<file path="config.mk">
export PLATFORM = sky130hd
export DESIGN_NAME = network_request_arbiter
export DESIGN_NICKNAME = d
export VERILOG_FILES = /design/src/rtl/network_request_arbiter_pkg.sv /design/src/rtl/network_request_arbiter_rr_priority_picker.sv /design/src/rtl/network_request_arbiter.sv
export SDC_FILE = /design/constraint.sdc
export NUM_CORES = 1
export LEC_CHECK = 0
export ABC_CLOCK_PERIOD_IN_PS = 7900
export CAP_MARGIN = 20
export CORE_MARGIN = 1
export CORE_UTILIZATION = 41
export DETAILED_ROUTE_END_ITERATION = 8
export GPL_TIMING_DRIVEN = 1
export PLACE_DENSITY = 0.94
export SYNTH_ARGS = -nofsm -noshare
export SYNTH_HDL_FRONTEND = slang
export SYNTH_SLANG_ARGS = --single-unit
</file>
<file path="constraint.sdc">
create_clock -name clk -period 7.9 [get_ports clk]
set_input_delay 1.975 -clock clk [delete_from_list [all_inputs] [get_ports clk]]
set_output_delay 1.975 -clock clk [all_outputs]
set_load 0.01 [all_outputs]
</file>
<file path="src/rtl/network_request_arbiter_pkg.sv">
// Shared FSM encoding and default field widths for the network request arbiter.
// Pure declarations; no latency or backpressure of its own.
package network_request_arbiter_pkg;

  typedef enum logic [1:0] {
    IDLE    = 2'd0,
    ISSUE   = 2'd1,
    BUSY    = 2'd2,
    RELEASE = 2'd3
  } arb_state_t;

  localparam int DEF_DEV_WIDTH  = 16;
  localparam int DEF_ADDR_WIDTH = 36;
  localparam int DEF_LEN_WIDTH  = 36;

endpackage

</file>
<file path="src/rtl/network_request_arbiter_rr_priority_picker.sv">
// Round-robin priority picker: first set request at or above ptr, wrapping to 0.
// Latency: combinational. Backpressure: none, pure function of its inputs.
module rr_priority_picker #(
  parameter int NUM_REQ   = 2,
  parameter int IDX_WIDTH = 3
) (
  input  logic [NUM_REQ-1:0]   req,
  input  logic [IDX_WIDTH-1:0] ptr,
  output logic                 found,
  output logic [IDX_WIDTH-1:0] idx
);

  always_comb begin
    found = 1'b0;
    idx   = '0;
    // Upper pass covers ptr..NUM_REQ-1; the lower pass only matters when that found nothing.
    for (int j = 0; j < NUM_REQ; j++) begin
      if (!found && req[j] && (IDX_WIDTH'(j) >= ptr)) begin
        found = 1'b1;
        idx   = IDX_WIDTH'(j);
      end
    end
    for (int j = 0; j < NUM_REQ; j++) begin
      if (!found && req[j]) begin
        found = 1'b1;
        idx   = IDX_WIDTH'(j);
      end
    end
  end

endmodule

</file>
<file path="src/rtl/network_request_arbiter.sv">
// Round-robin owner of the network request channel; ARB_WATCHDOG_EN adds a grant watchdog.
// Latency: net_request 1 cycle after request seen. Backpressure: owner holds the channel until net_complete (or watchdog).
module network_request_arbiter
  import network_request_arbiter_pkg::*;
#(
  parameter int NUM_REQ        = 2,
  parameter int DEV_WIDTH      = DEF_DEV_WIDTH,
  parameter int ADDR_WIDTH     = DEF_ADDR_WIDTH,
  parameter int LEN_WIDTH      = DEF_LEN_WIDTH,
  parameter int IDX_WIDTH      = 3,
  parameter int TIMEOUT_CYCLES = 65535
) (
  input  logic                            clk,
  input  logic                            rst,
  input  logic [NUM_REQ-1:0]              req_request,
  input  logic [NUM_REQ*DEV_WIDTH-1:0]    req_device,
  input  logic [NUM_REQ*ADDR_WIDTH-1:0]   req_address,
  input  logic [NUM_REQ*LEN_WIDTH-1:0]    req_length,
  output logic [NUM_REQ-1:0]              req_ack,
  output logic [NUM_REQ-1:0]              req_complete,
  output logic                            net_request,
  output logic [DEV_WIDTH-1:0]            net_device,
  output logic [ADDR_WIDTH-1:0]           net_address,
  output logic [LEN_WIDTH-1:0]            net_length,
  input  logic                            net_ack,
  input  logic                            net_complete,
  output logic                            grant_valid,
  output logic [IDX_WIDTH-1:0]            grant_id,
  output logic                            timeout_error
);

  if (((1 << IDX_WIDTH) < NUM_REQ) || (TIMEOUT_CYCLES < 1)) begin : g_bad_cfg
    $error("network_request_arbiter: IDX_WIDTH too narrow or TIMEOUT_CYCLES < 1");
  end

  typedef struct packed {
    logic [LEN_WIDTH-1:0]  len;
    logic [ADDR_WIDTH-1:0] addr;
    logic [DEV_WIDTH-1:0]  dev;
  } fields_t;

  arb_state_t           state_q, state_d;
  logic [IDX_WIDTH-1:0] rr_ptr_q, gid_q, pick_idx, rr_next;
  logic                 pick_found, grant_take, complete_fire, grant_valid_q, wd_fire;
  logic [NUM_REQ-1:0]   owner_oh;
  fields_t              fields_q, pick_fields;

  rr_priority_picker #(
    .NUM_REQ   (NUM_REQ),
    .IDX_WIDTH (IDX_WIDTH)
  ) u_picker (
    .req   (req_request),
    .ptr   (rr_ptr_q),
    .found (pick_found),
    .idx   (pick_idx)
  );

  always_comb begin
    pick_fields = '0;
    owner_oh    = '0;
    for (int j = 0; j < NUM_REQ; j++) begin
      if (pick_idx == IDX_WIDTH'(j)) begin
        pick_fields.dev  = req_device[j*DEV_WIDTH +: DEV_WIDTH];
        pick_fields.addr = req_address[j*ADDR_WIDTH +: ADDR_WIDTH];
        pick_fields.len  = req_length[j*LEN_WIDTH +: LEN_WIDTH];
      end
      owner_oh[j] = (gid_q == IDX_WIDTH'(j));
    end
  end

  assign rr_next = (gid_q == IDX_WIDTH'(NUM_REQ - 1)) ? '0 : gid_q + 1'b1;

  always_comb begin
    state_d       = state_q;
    grant_take    = 1'b0;
    complete_fire = 1'b0;
    case (state_q)
      IDLE: begin
        if (pick_found) begin
          grant_take = 1'b1;
          state_d    = ISSUE;
        end
      end
      ISSUE: begin
        if (net_ack) begin
          complete_fire = net_complete;
          state_d       = net_complete ? RELEASE : BUSY;
        end
        if (wd_fire) begin
          complete_fire = 1'b1;
          state_d       = RELEASE;
        end
      end
      BUSY: begin
        if (net_complete || wd_fire) begin
          complete_fire = 1'b1;
          state_d       = RELEASE;
        end
      end
      RELEASE: state_d = IDLE;
      default: state_d = IDLE;
    endcase
  end

  always_ff @(posedge clk or posedge rst) begin
    if (rst) begin
      state_q       <= IDLE;
      rr_ptr_q      <= '0;
      gid_q         <= '0;
      fields_q      <= '0;
      grant_valid_q <= 1'b0;
    end else begin
      state_q <= state_d;
      if (grant_take) begin
        gid_q         <= pick_idx;
        fields_q      <= pick_fields;
        grant_valid_q <= 1'b1;
      end
      if (state_q == RELEASE) begin
        grant_valid_q <= 1'b0;
        rr_ptr_q      <= rr_next;
      end
    end
  end

`ifdef ARB_WATCHDOG_EN
  logic [31:0] wd_cnt_q;
  logic        timeout_q;

  assign wd_fire = ((state_q == ISSUE) || (state_q == BUSY)) &&
                   (wd_cnt_q == 32'(TIMEOUT_CYCLES));

  always_ff @(posedge clk or posedge rst) begin
    if (rst) begin
      wd_cnt_q  <= '0;
      timeout_q <= 1'b0;
    end else begin
      if (grant_take) begin
        wd_cnt_q <= '0;
      end else if ((state_q == ISSUE) || (state_q == BUSY)) begin
        wd_cnt_q <= wd_cnt_q + 32'd1;
      end
      if (wd_fire) begin
        timeout_q <= 1'b1;
      end
    end
  end

  assign timeout_error = timeout_q;
`else
  assign wd_fire       = 1'b0;
  assign timeout_error = 1'b0;
`endif

  // Ack is only meaningful while the request is outstanding; IDLE/RELEASE pulses are dropped.
  assign req_ack      = ((state_q == ISSUE) && net_ack) ? owner_oh : '0;
  assign req_complete = complete_fire ? owner_oh : '0;
  assign net_request  = (state_q == ISSUE);
  assign net_device   = fields_q.dev;
  assign net_address  = fields_q.addr;
  assign net_length   = fields_q.len;
  assign grant_valid  = grant_valid_q;
  assign grant_id     = gid_q;

endmodule

</file>
Yosys cells after proc, flatten, opt, wreduce, memory -nomap -nowiden
Index checks and enable logic that the tools add are counted.
{"block": "totals", "regBits": 97, "mem_bits_rw": 0, "n_memories": 0, "out_inout_bits": 98, "latch_bits": 0, "word_cells": 56, "input_bits": 182, "mem_bits_ro": 0}
{"block": "op_classes", "shifts": 0, "n_reduce_logical": 14, "n_mul": 0, "n_eq_ne": 8, "magnitude_cmp": 2, "n_div": 0, "n_bitwise": 0, "n_addsub": 1, "muxes": 24}
{"op": "two-way mux 88 bit", "count": 2}
{"op": "two-way mux 1 bit", "count": 14}
{"op": "two-way mux 2 bit", "count": 5}
{"op": "case mux 2 bit (4 select lines)", "count": 1}
{"op": "== test 3 x 1 -> 1 bit (second input constant)", "count": 2}
{"op": "greater-or-equal comparator 1 x 3 -> 1 bit (first input constant)", "count": 2}
{"op": "logical AND 1 bit", "count": 6}
{"op": "zero test 3 bit", "count": 2}
{"op": "== test 2 bit (second input constant)", "count": 2}
{"op": "inequality test 2 bit (second input constant)", "count": 2}
{"op": "adder 3 x 1 -> 3 bit (second input constant)", "count": 1}
{"op": "zero test 1 bit", "count": 3}
{"op": "two-way mux 3 bit", "count": 1}
{"op": "AND reduction 3 bit", "count": 1}
{"op": "== test 2 x 1 -> 1 bit (second input constant)", "count": 1}
{"op": "zero test 2 bit", "count": 1}
{"op": "inequality test 2 x 1 -> 1 bit (second input constant)", "count": 1}
{"op": "case mux 1 bit (2 select lines)", "count": 1}
{"op": "nonzero test 2 bit", "count": 1}

Longest topological paths before layout
Gate-level depths: netlist of the first run.
{"block": "logic_depth", "word_depth": 17, "mapped_depth": 8, "depth_no_buf": 5}

Modules after synthesis
Synthesis of the first run repeated with hierarchy kept, for this count alone.
{"block": "hier_totals", "cells_unflattened": 442, "hier_area_um2": 4625.7}
{"mod": "network_request_arbiter", "cells_per_inst": 436, "area_per_inst_um2": 4584.4, "seq_area_each_um2": 2427.3, "instances": 1}
{"mod": "rr_priority_picker", "cells_per_inst": 6, "area_per_inst_um2": 41.3, "seq_area_each_um2": 0.0, "instances": 1}

Worst setup path before layout of the first run
Ideal clock, no wire load.
{"block": "synth_timing", "path_kind": "input -> output", "from": "input net_complete", "to": "output req_complete[0]", "arrival_ns": 2.318, "t_required_ns": 5.925, "slack_ns": 3.607, "path_buffers": 0, "cell_stages": 2, "cell_sequence": "nand2_1 -> nor3_1"}
{"block": "synth_between", "elab_chain_cells": 3, "word_cells_on_any_way": 4, "cone_classes": "mux (4)"}
{"item": "start, declared", "line_no": "network_request_arbiter.sv:26", "text": "input logic net_complete,"}
{"item": "two-way mux 1 bit, on equally long branches", "line_no": "network_request_arbiter.sv:95, network_request_arbiter.sv:85"}
{"item": "case mux 1 bit (2 select lines) *", "line_no": "network_request_arbiter.sv:77", "text": "case (state_q)"}
{"item": "two-way mux 2 bit *", "line_no": "network_request_arbiter.sv:157", "text": "assign req_complete = complete_fire ? owner_oh : '0;"}
{"item": "end, declared", "line_no": "network_request_arbiter.sv:20", "text": "output logic [NUM_REQ-1:0] req_complete,"}
Every way passes the cells marked *; elsewhere a longest branch is shown, timed or not.

Worst setup path after layout of the first run
{"block": "layout_timing", "from": "input net_ack", "to": "output req_complete[0]"}
{"block": "layout_between", "elab_chain_cells": 3}
{"item": "start, declared", "line_no": "network_request_arbiter.sv:25", "text": "input logic net_ack,"}
{"item": "two-way mux 1 bit", "line_no": "network_request_arbiter.sv:85", "text": "if (net_ack) begin"}
{"item": "case mux 1 bit (2 select lines)", "line_no": "network_request_arbiter.sv:77"}
{"item": "two-way mux 2 bit", "line_no": "network_request_arbiter.sv:157"}
Every way passes these cells.

==> impl_metrics.csv, run 1 <==
group,metric,value,unit
placed_design,dp_hpwl,10.8,mm
logic_synthesis,ys_seq_area_share,50.4,%
logic_synthesis,synth_area_leader_cell,"dfrtp_1",
floorplanning,num_rows,38,
routing,drtIter0Drc,422,
logic_synthesis,netlist_area,0.00462,mm²
logic_synthesis,synth_compound_area_share,22.5,%
critical_path,reg2regPathDepth,6,
routing,first_pass_iters,5,
critical_path,worst_ep_arrival_time,3330,ps
critical_path,cp.required,5930,ps
clock_network,tritoncts,"built",
finish,num_antenna_cells,0,
routing,top_layer,"met4",
power_and_ir_drop,ir_drop,186,µV
routing,wl_met2,8.00,mm
critical_path,path_max_fanout,4,
timing,fmax,188,MHz
finish,area_delta_synth_final,64.0,%
logic_synthesis,syn-instance-count,542,
floorplanning,initial_core_util,42.4,%
clock_network,cts_buffer_depth,2,
grt,grt_usage,26.4,%
logic_synthesis,synth_area_per_cell,8.52,µm²
clock_network,root_buffer,"clkbuf_8",
routing,antenna_left,0,
logic_synthesis,synth_edf_count,0,
critical_path,end_kind,"output port",
critical_path,crit_type,"in -> out",
logic_synthesis,synth_fa_ha_area_share,1.08,%
floorplanning,core-area,0.0109,mm²
timing,finClkSkew,10.4,ps
min_path,hold_path_depth,2,
clock_network,clkTransAtPathRegs,80,ps
timing,setup_tns,0,ps
clock_network,clock_sinks,93,
logic_synthesis,synthTopCellsByCount,"nor2_1 (96), dfrtp_1 (93), nand3_1 (89)",
logic_synthesis,yosys_warnings,0,
grt,grt_antenna_before_repair,0,
routing,drc,0,
power_and_ir_drop,power_density,338,mW/mm²
power_and_ir_drop,power.total,2.56,mW
placed_design,place_congestion,0.764,
floorplanning,die_h,108,µm
timing,finalHoldViolCount,0,
clock_network,ctsResizeCount,0,
logic_synthesis,synth_mux_area_share,0.244,%
grt,grt_pass1_wl,24.3,mm
clock_network,cts_hold_buf,0,
logic_synthesis,synth_xor_area_share,0,%
timing,grt_setup_unrepaired,"false",
logic_synthesis,synth_top_family_by_area,"compound AO/OA/AOI/OAI gates",
logic_synthesis,yosysMostFrequentCell,"nor2_1",
finish,nets,964,
logic_synthesis,synthTopCellsByArea,"dfrtp_1 (50%), a31oi_1 (12%), nand3_1 (9.6%)",
grt,grt_max_degree,98,
critical_path,worstSetupStartpointType,"input port",
min_path,hold_path_class,"reg -> reg",
outcome,status,"complete, no violations",
routing,wl_met1,5.90,mm
clock_network,htree_levels,3,
placed_design,port_buffers,276,
routing,vias,5141,
finish,final_area,0.00757,mm²
logic_synthesis,synth_cell_types,25,
power_and_ir_drop,p_int,1.61,mW
routing,wl_met3,1.43,mm
power_and_ir_drop,p_seq_share,33.6,%
timing,setup_viol,0,
power_and_ir_drop,swShare,37.3,%
timing,fin_crit,5310,ps
job,max_cap_viol_count,0,
power_and_ir_drop,p_clk_share,14.0,%
logic_synthesis,yosysTopAreaCellShare,50.4,%
power_and_ir_drop,p_leak,2.92,nW
grt,grt_pass1_vias,4928,
finish,drive_gt1_share,3.83,%
timing,hold_slack,511,ps
timing,maxSlewViolCount,0,
floorplanning,dieWidth,108,µm
timing,slew_headroom,40.1,%
clock_network,postCtsSetupRepairBufs,0,
clock_network,clk_latency,350,ps
logic_synthesis,synthSimpleGateAreaFrac,18.4,%
power_and_ir_drop,power.switching,0.954,mW
timing,worstMarginPinSlew,898,ps
clock_network,cts_made_buffers,9,
routing,via_per_inst,5.57,
floorplanning,die_area,0.0117,mm²
power_and_ir_drop,p_comb_share,52.3,%
routing,drt-total-wl,15.6,mm
timing,fin_crit_sh,67.2,%
routing,wire_per_inst,16.9,µm
logic_synthesis,synth_ff_type,"dfrtp_1",
grt,gr-total-overflow,0,
finish,fin_util,69.6,%
logic_synthesis,synthArstFlopShare,100,%
logic_synthesis,synth_seq_cells,93,
floorplanning,io_pins,280,
placed_design,place_area,0.00735,mm²
[through the flow]
| stage | instances | setup slack [ps] |
|---|---|---|
| after floorplan | 544 | 3500 |
| after global routing | 923 | 2540 |
| after CTS | 923 | 2610 |
| after detailed placement | 907 | 2610 |
| final | 923 | 2590 |
| after global placement | 905 | 2630 |
[state kept, by name, summed over array words and instances (netlist names)]
signal,flops
net_device,16
net_address,36
rr_ptr_q,1
state_q,2
net_length,36
grant_valid,1
grant_id,1
[critical path: stages]
cell             delay, ps
clkdlybuf4s50_1        540
a21oi_1                110
nor3_1                 150
clkdlybuf4s50_1        560
[final cells by class]
type                            count  area [µm²]
Multi-Input combinational cell    384        1970
Sequential cell                    93        2330
Tap cell                          140         175
Clock inverter                      4        70.1
Clock buffer                       12         155
Fill cell                         808        3310
Timing Repair Buffer              284        2850
Inverter                            6        23.8
[cells by family (layout without fill, tap and decap cells)]
family          after synthesis  count (layout)
other cells                   1               3
mux                           1               1
flops                        93              93
simple gates                193             193
compound gates              183             183
fa+ha+maj                     4               4
buf+inv                      67             306
[cells in the final DEF (no fill, tap or decap), types with 2 or more instances in the layout]
master / instances
clkdlybuf4s50_1: 275
nor2_1: 96
dfrtp_1: 93
nand3_1: 89
a31oi_1: 88
o21ai_0: 84
clkbuf_8: 11
buf_4: 6
o21ai_1: 5
inv_1: 4
ha_1: 4
clkinv_2: 3
conb_1: 3
a21oi_1: 2
nand2_1: 2
nor3_1: 2
bufinv_16: 2
[metal layers]
layer,vias up,track usage [%]
li1,2407,-
met1,2451,31.7
met2,261,45.3
met3,22,7.72
met4,0,8.41
met5,-,0
[worst paths after layout]
| kind | startpoint | to | slack, ps |
|---|---|---|---|
| max in group asynchronous | rst | net_length[7]$_DFFE_PP0P_ | 5180 |
| hold reg to reg | grant_valid$_DFFE_PP0P_ | grant_valid$_DFFE_PP0P_ | 510 |
| setup reg to reg | state_q[0]$_DFFE_PP0P_ | net_length[16]$_DFFE_PP0P_ | 5080 |
| min in group asynchronous | rst | net_length[31]$_DFFE_PP0P_ | 2080 |
| setup / recovery | net_ack | req_complete[0] | 2590 |
| hold / removal | grant_valid$_DFFE_PP0P_ | grant_valid$_DFFE_PP0P_ | 510 |
[power groups by stage]
stage	sequential (mW)	clock [mW]	combinational, mW
2_1_floorplan	0.962	0	0.550
3_3_place_gp	0.849	0	1.29
3_5_place_dp	0.871	0	1.34
4_1_cts	0.861	0.368	1.35
5_1_grt	0.887	0.389	1.46
6_report	0.861	0.359	1.34
(Power assumes the default switching activity.)
==> run 2, diff against run 1 <==
--- a/config.mk
+++ b/config.mk
@@ -5,13 +5,14 @@
 export SDC_FILE = /design/constraint.sdc
 export NUM_CORES = 1
 export LEC_CHECK = 0
-export ABC_CLOCK_PERIOD_IN_PS = 7900
+export ABC_CLOCK_PERIOD_IN_PS = 5370
 export CAP_MARGIN = 20
+export CORE_ASPECT_RATIO = 1.2
 export CORE_MARGIN = 1
-export CORE_UTILIZATION = 41
+export CORE_UTILIZATION = 38
 export DETAILED_ROUTE_END_ITERATION = 8
 export GPL_TIMING_DRIVEN = 1
-export PLACE_DENSITY = 0.94
+export PLACE_DENSITY = 0.89
 export SYNTH_ARGS = -nofsm -noshare
 export SYNTH_HDL_FRONTEND = slang
 export SYNTH_SLANG_ARGS = --single-unit
==> constraint.sdc (replaced) <==
create_clock -name clk -period 5.37 [get_ports clk]
set_input_delay 1.3425 -clock clk [delete_from_list [all_inputs] [get_ports clk]]
set_output_delay 1.3425 -clock clk [all_outputs]
set_load 0.01 [all_outputs]
==> impl_metrics.csv, run 2 (same netlist as run 1, synthesis figures left out) <==
group,metric,value,unit
critical_path,crit_path_frequent_cell,"clkdlybuf4s50_1",
placed_design,place_ws,1160,ps
floorplanning,dieWidth,103,µm
grt,grt_usage,24.6,%
grt,use_met3,5.13,%
finish,multiInputGateArea,0.00197,mm²
critical_path,worstSetupStartpointType,"input port",
timing,fmax,238,MHz
clock_network,clock_sinks,93,
grt,grt.met1_usage,29.4,%
critical_path,crit_type,"in -> out",
timing,fin_crit_sh,78.4,%
power_and_ir_drop,power_density,508,mW/mm²
floorplanning,die_h,123,µm
timing,setup_tns,0,ps
clock_network,root_buffer,"clkbuf_16",
timing,hold_slack,529,ps
finish,num-fill-cells,985,
power_and_ir_drop,p_clk_share,17.4,%
floorplanning,die_area,0.0126,mm²
clock_network,cts_buffer_depth,2,
floorplanning,initial_core_util,39.6,%
clock_network,clk_latency,330,ps
finish,nets,963,
critical_path,cp_num_buf_inv,2,
timing,setup_viol,0,
critical_path,cp.required,4030,ps
timing,worstMarginPinSlew,1030,ps
routing,antenna_left,0,
placed_design,port_buffers,276,
timing,finClkSkew,6.09,ps
routing,wire_per_inst,16.7,µm
timing,slew_headroom,31.3,%
timing,maxSlewViolCount,0,
grt,grt_pass1_wl,24.1,mm
timing,grt_setup_unrepaired,"false",
floorplanning,io_pins,280,
routing,first_pass_iters,4,
critical_path,path_delay_family,"buffers and inverters",
critical_path,worst_path_max_delay_cell,"clkdlybuf4s50_1",
power_and_ir_drop,p_int,2.50,mW
placed_design,place_congestion,0.818,
power_and_ir_drop,p_comb_share,50.2,%
clock_network,htree_levels,3,
critical_path,end_kind,"output port",
min_path,hold_path_class,"reg -> reg",
outcome,status,"complete, no violations",
timing,fin_crit,4210,ps
finish,ff_latch_area,0.00233,mm²
finish,num_antenna_cells,0,
routing,drt-total-wl,15.7,mm
floorplanning,num_rows,43,
critical_path,path_max_fanout,4,
placed_design,place_area,0.00734,mm²
grt,grt_max_degree,94,
clock_network,tritoncts,"built",
power_and_ir_drop,swShare,35.7,%
clock_network,cts_made_buffers,9,
clock_network,clkTransAtPathRegs,60,ps
power_and_ir_drop,power.switching,1.39,mW
clock_network,ctsResizeCount,0,
critical_path,worst_ep_arrival_time,2870,ps
finish,final_area,0.00766,mm²
grt,use_met2,41.3,%
clock_network,postCtsSetupRepairBufs,0,
power_and_ir_drop,p_leak,2.95,nW
timing,finalHoldViolCount,0,
finish,fin_util,65.6,%
job,max_cap_viol_count,0,
finish,area_delta_synth_final,65.8,%
placed_design,dp_hpwl,10.8,mm
grt,gr-total-overflow,0,
finish,final_common_cell,"clkdlybuf4s50_1",
routing,vias,5075,
timing,fin_ws,1160,ps
grt,grt_antenna_before_repair,0,
routing,drc,0,
power_and_ir_drop,ir_drop,254,µV
grt,top_usage_layer,"met2",
finish,drive_gt1_share,3.59,%
grt,grt_pass1_vias,4862,
floorplanning,core-area,0.0117,mm²
finish,final_cell_mix,"clkdlybuf4s50_1 (275), nor2_1 (96), dfrtp_1 (93), nand3_1 (89), a31oi_1 (88)",
critical_path,cp_slowest_stage_delay,600,ps
routing,via_per_inst,5.41,
power_and_ir_drop,p_seq_share,32.4,%
routing,drtIter0Drc,245,
clock_network,cts_hold_buf,0,
critical_path,cp_cell_sequence,"clkdlybuf4s50_1, a21oi_1, nor3_1, clkdlybuf4s50_1",
run 2: worst paths after layout:
path / from / to / slack [ps] / cells past startpoint
max: net_ack / req_complete[1] / 1160 / 4
min: grant_valid$_DFFE_PP0P_ / grant_valid$_DFFE_PP0P_ / 530 / 2
max reg2reg: state_q[0]$_DFFE_PP0P_ / net_device[15]$_DFFE_PP0P_ / 3010 / 6
min reg2reg: grant_valid$_DFFE_PP0P_ / grant_valid$_DFFE_PP0P_ / 530 / 2
max in group asynchronous: rst / grant_id[0]$_DFFE_PP0P_ / 2770 / 3
min in group asynchronous: rst / net_device[10]$_DFFE_PP0P_ / 1470 / 2
run 2: final cells by class:
cell class	count	share of cell area [%]
multi-input cells	384	25.8
clock inverters	4	0.948
inverters	6	0.310
clock buffers	11	3.17
flip-flops and latches	93	30.4
well taps	157	2.57
repair buffers	283	36.9
run 2: per-stage QoR:
stage | total power, mW | instances
floorplan | 2.22 | 544
global placement | 3.18 | 923
detailed placement | 3.23 | 923
CTS | 3.92 | 938
global route | 4.16 | 938
finish | 3.89 | 938
run 2: metal layers:
layer | vias to the layer above | share of wire [%]
li1 | 2407 | -
met1 | 2370 | 38
met2 | 248 | 51
met3 | 50 | 7.2
met4 | 0 | 3.9
met5 | - | 0
run 2: worst reg2reg max path, stage by stage, from the launching register on:
cell     delay (ps)
dfrtp_1         410
inv_1           110
ha_1            260
o21a_4          790
buf_12          380
nor2_1          140
a31oi_1         180
run 2: power by group through the flow:
stage          Clock, mW  Combinational (mW)  Sequential, mW
5_1_grt            0.716                2.14            1.30
3_3_place_gp           0                1.92            1.25
6_report           0.677                1.95            1.26
2_1_floorplan          0               0.809            1.42
3_5_place_dp           0                1.96            1.27
4_1_cts            0.690                1.97            1.26
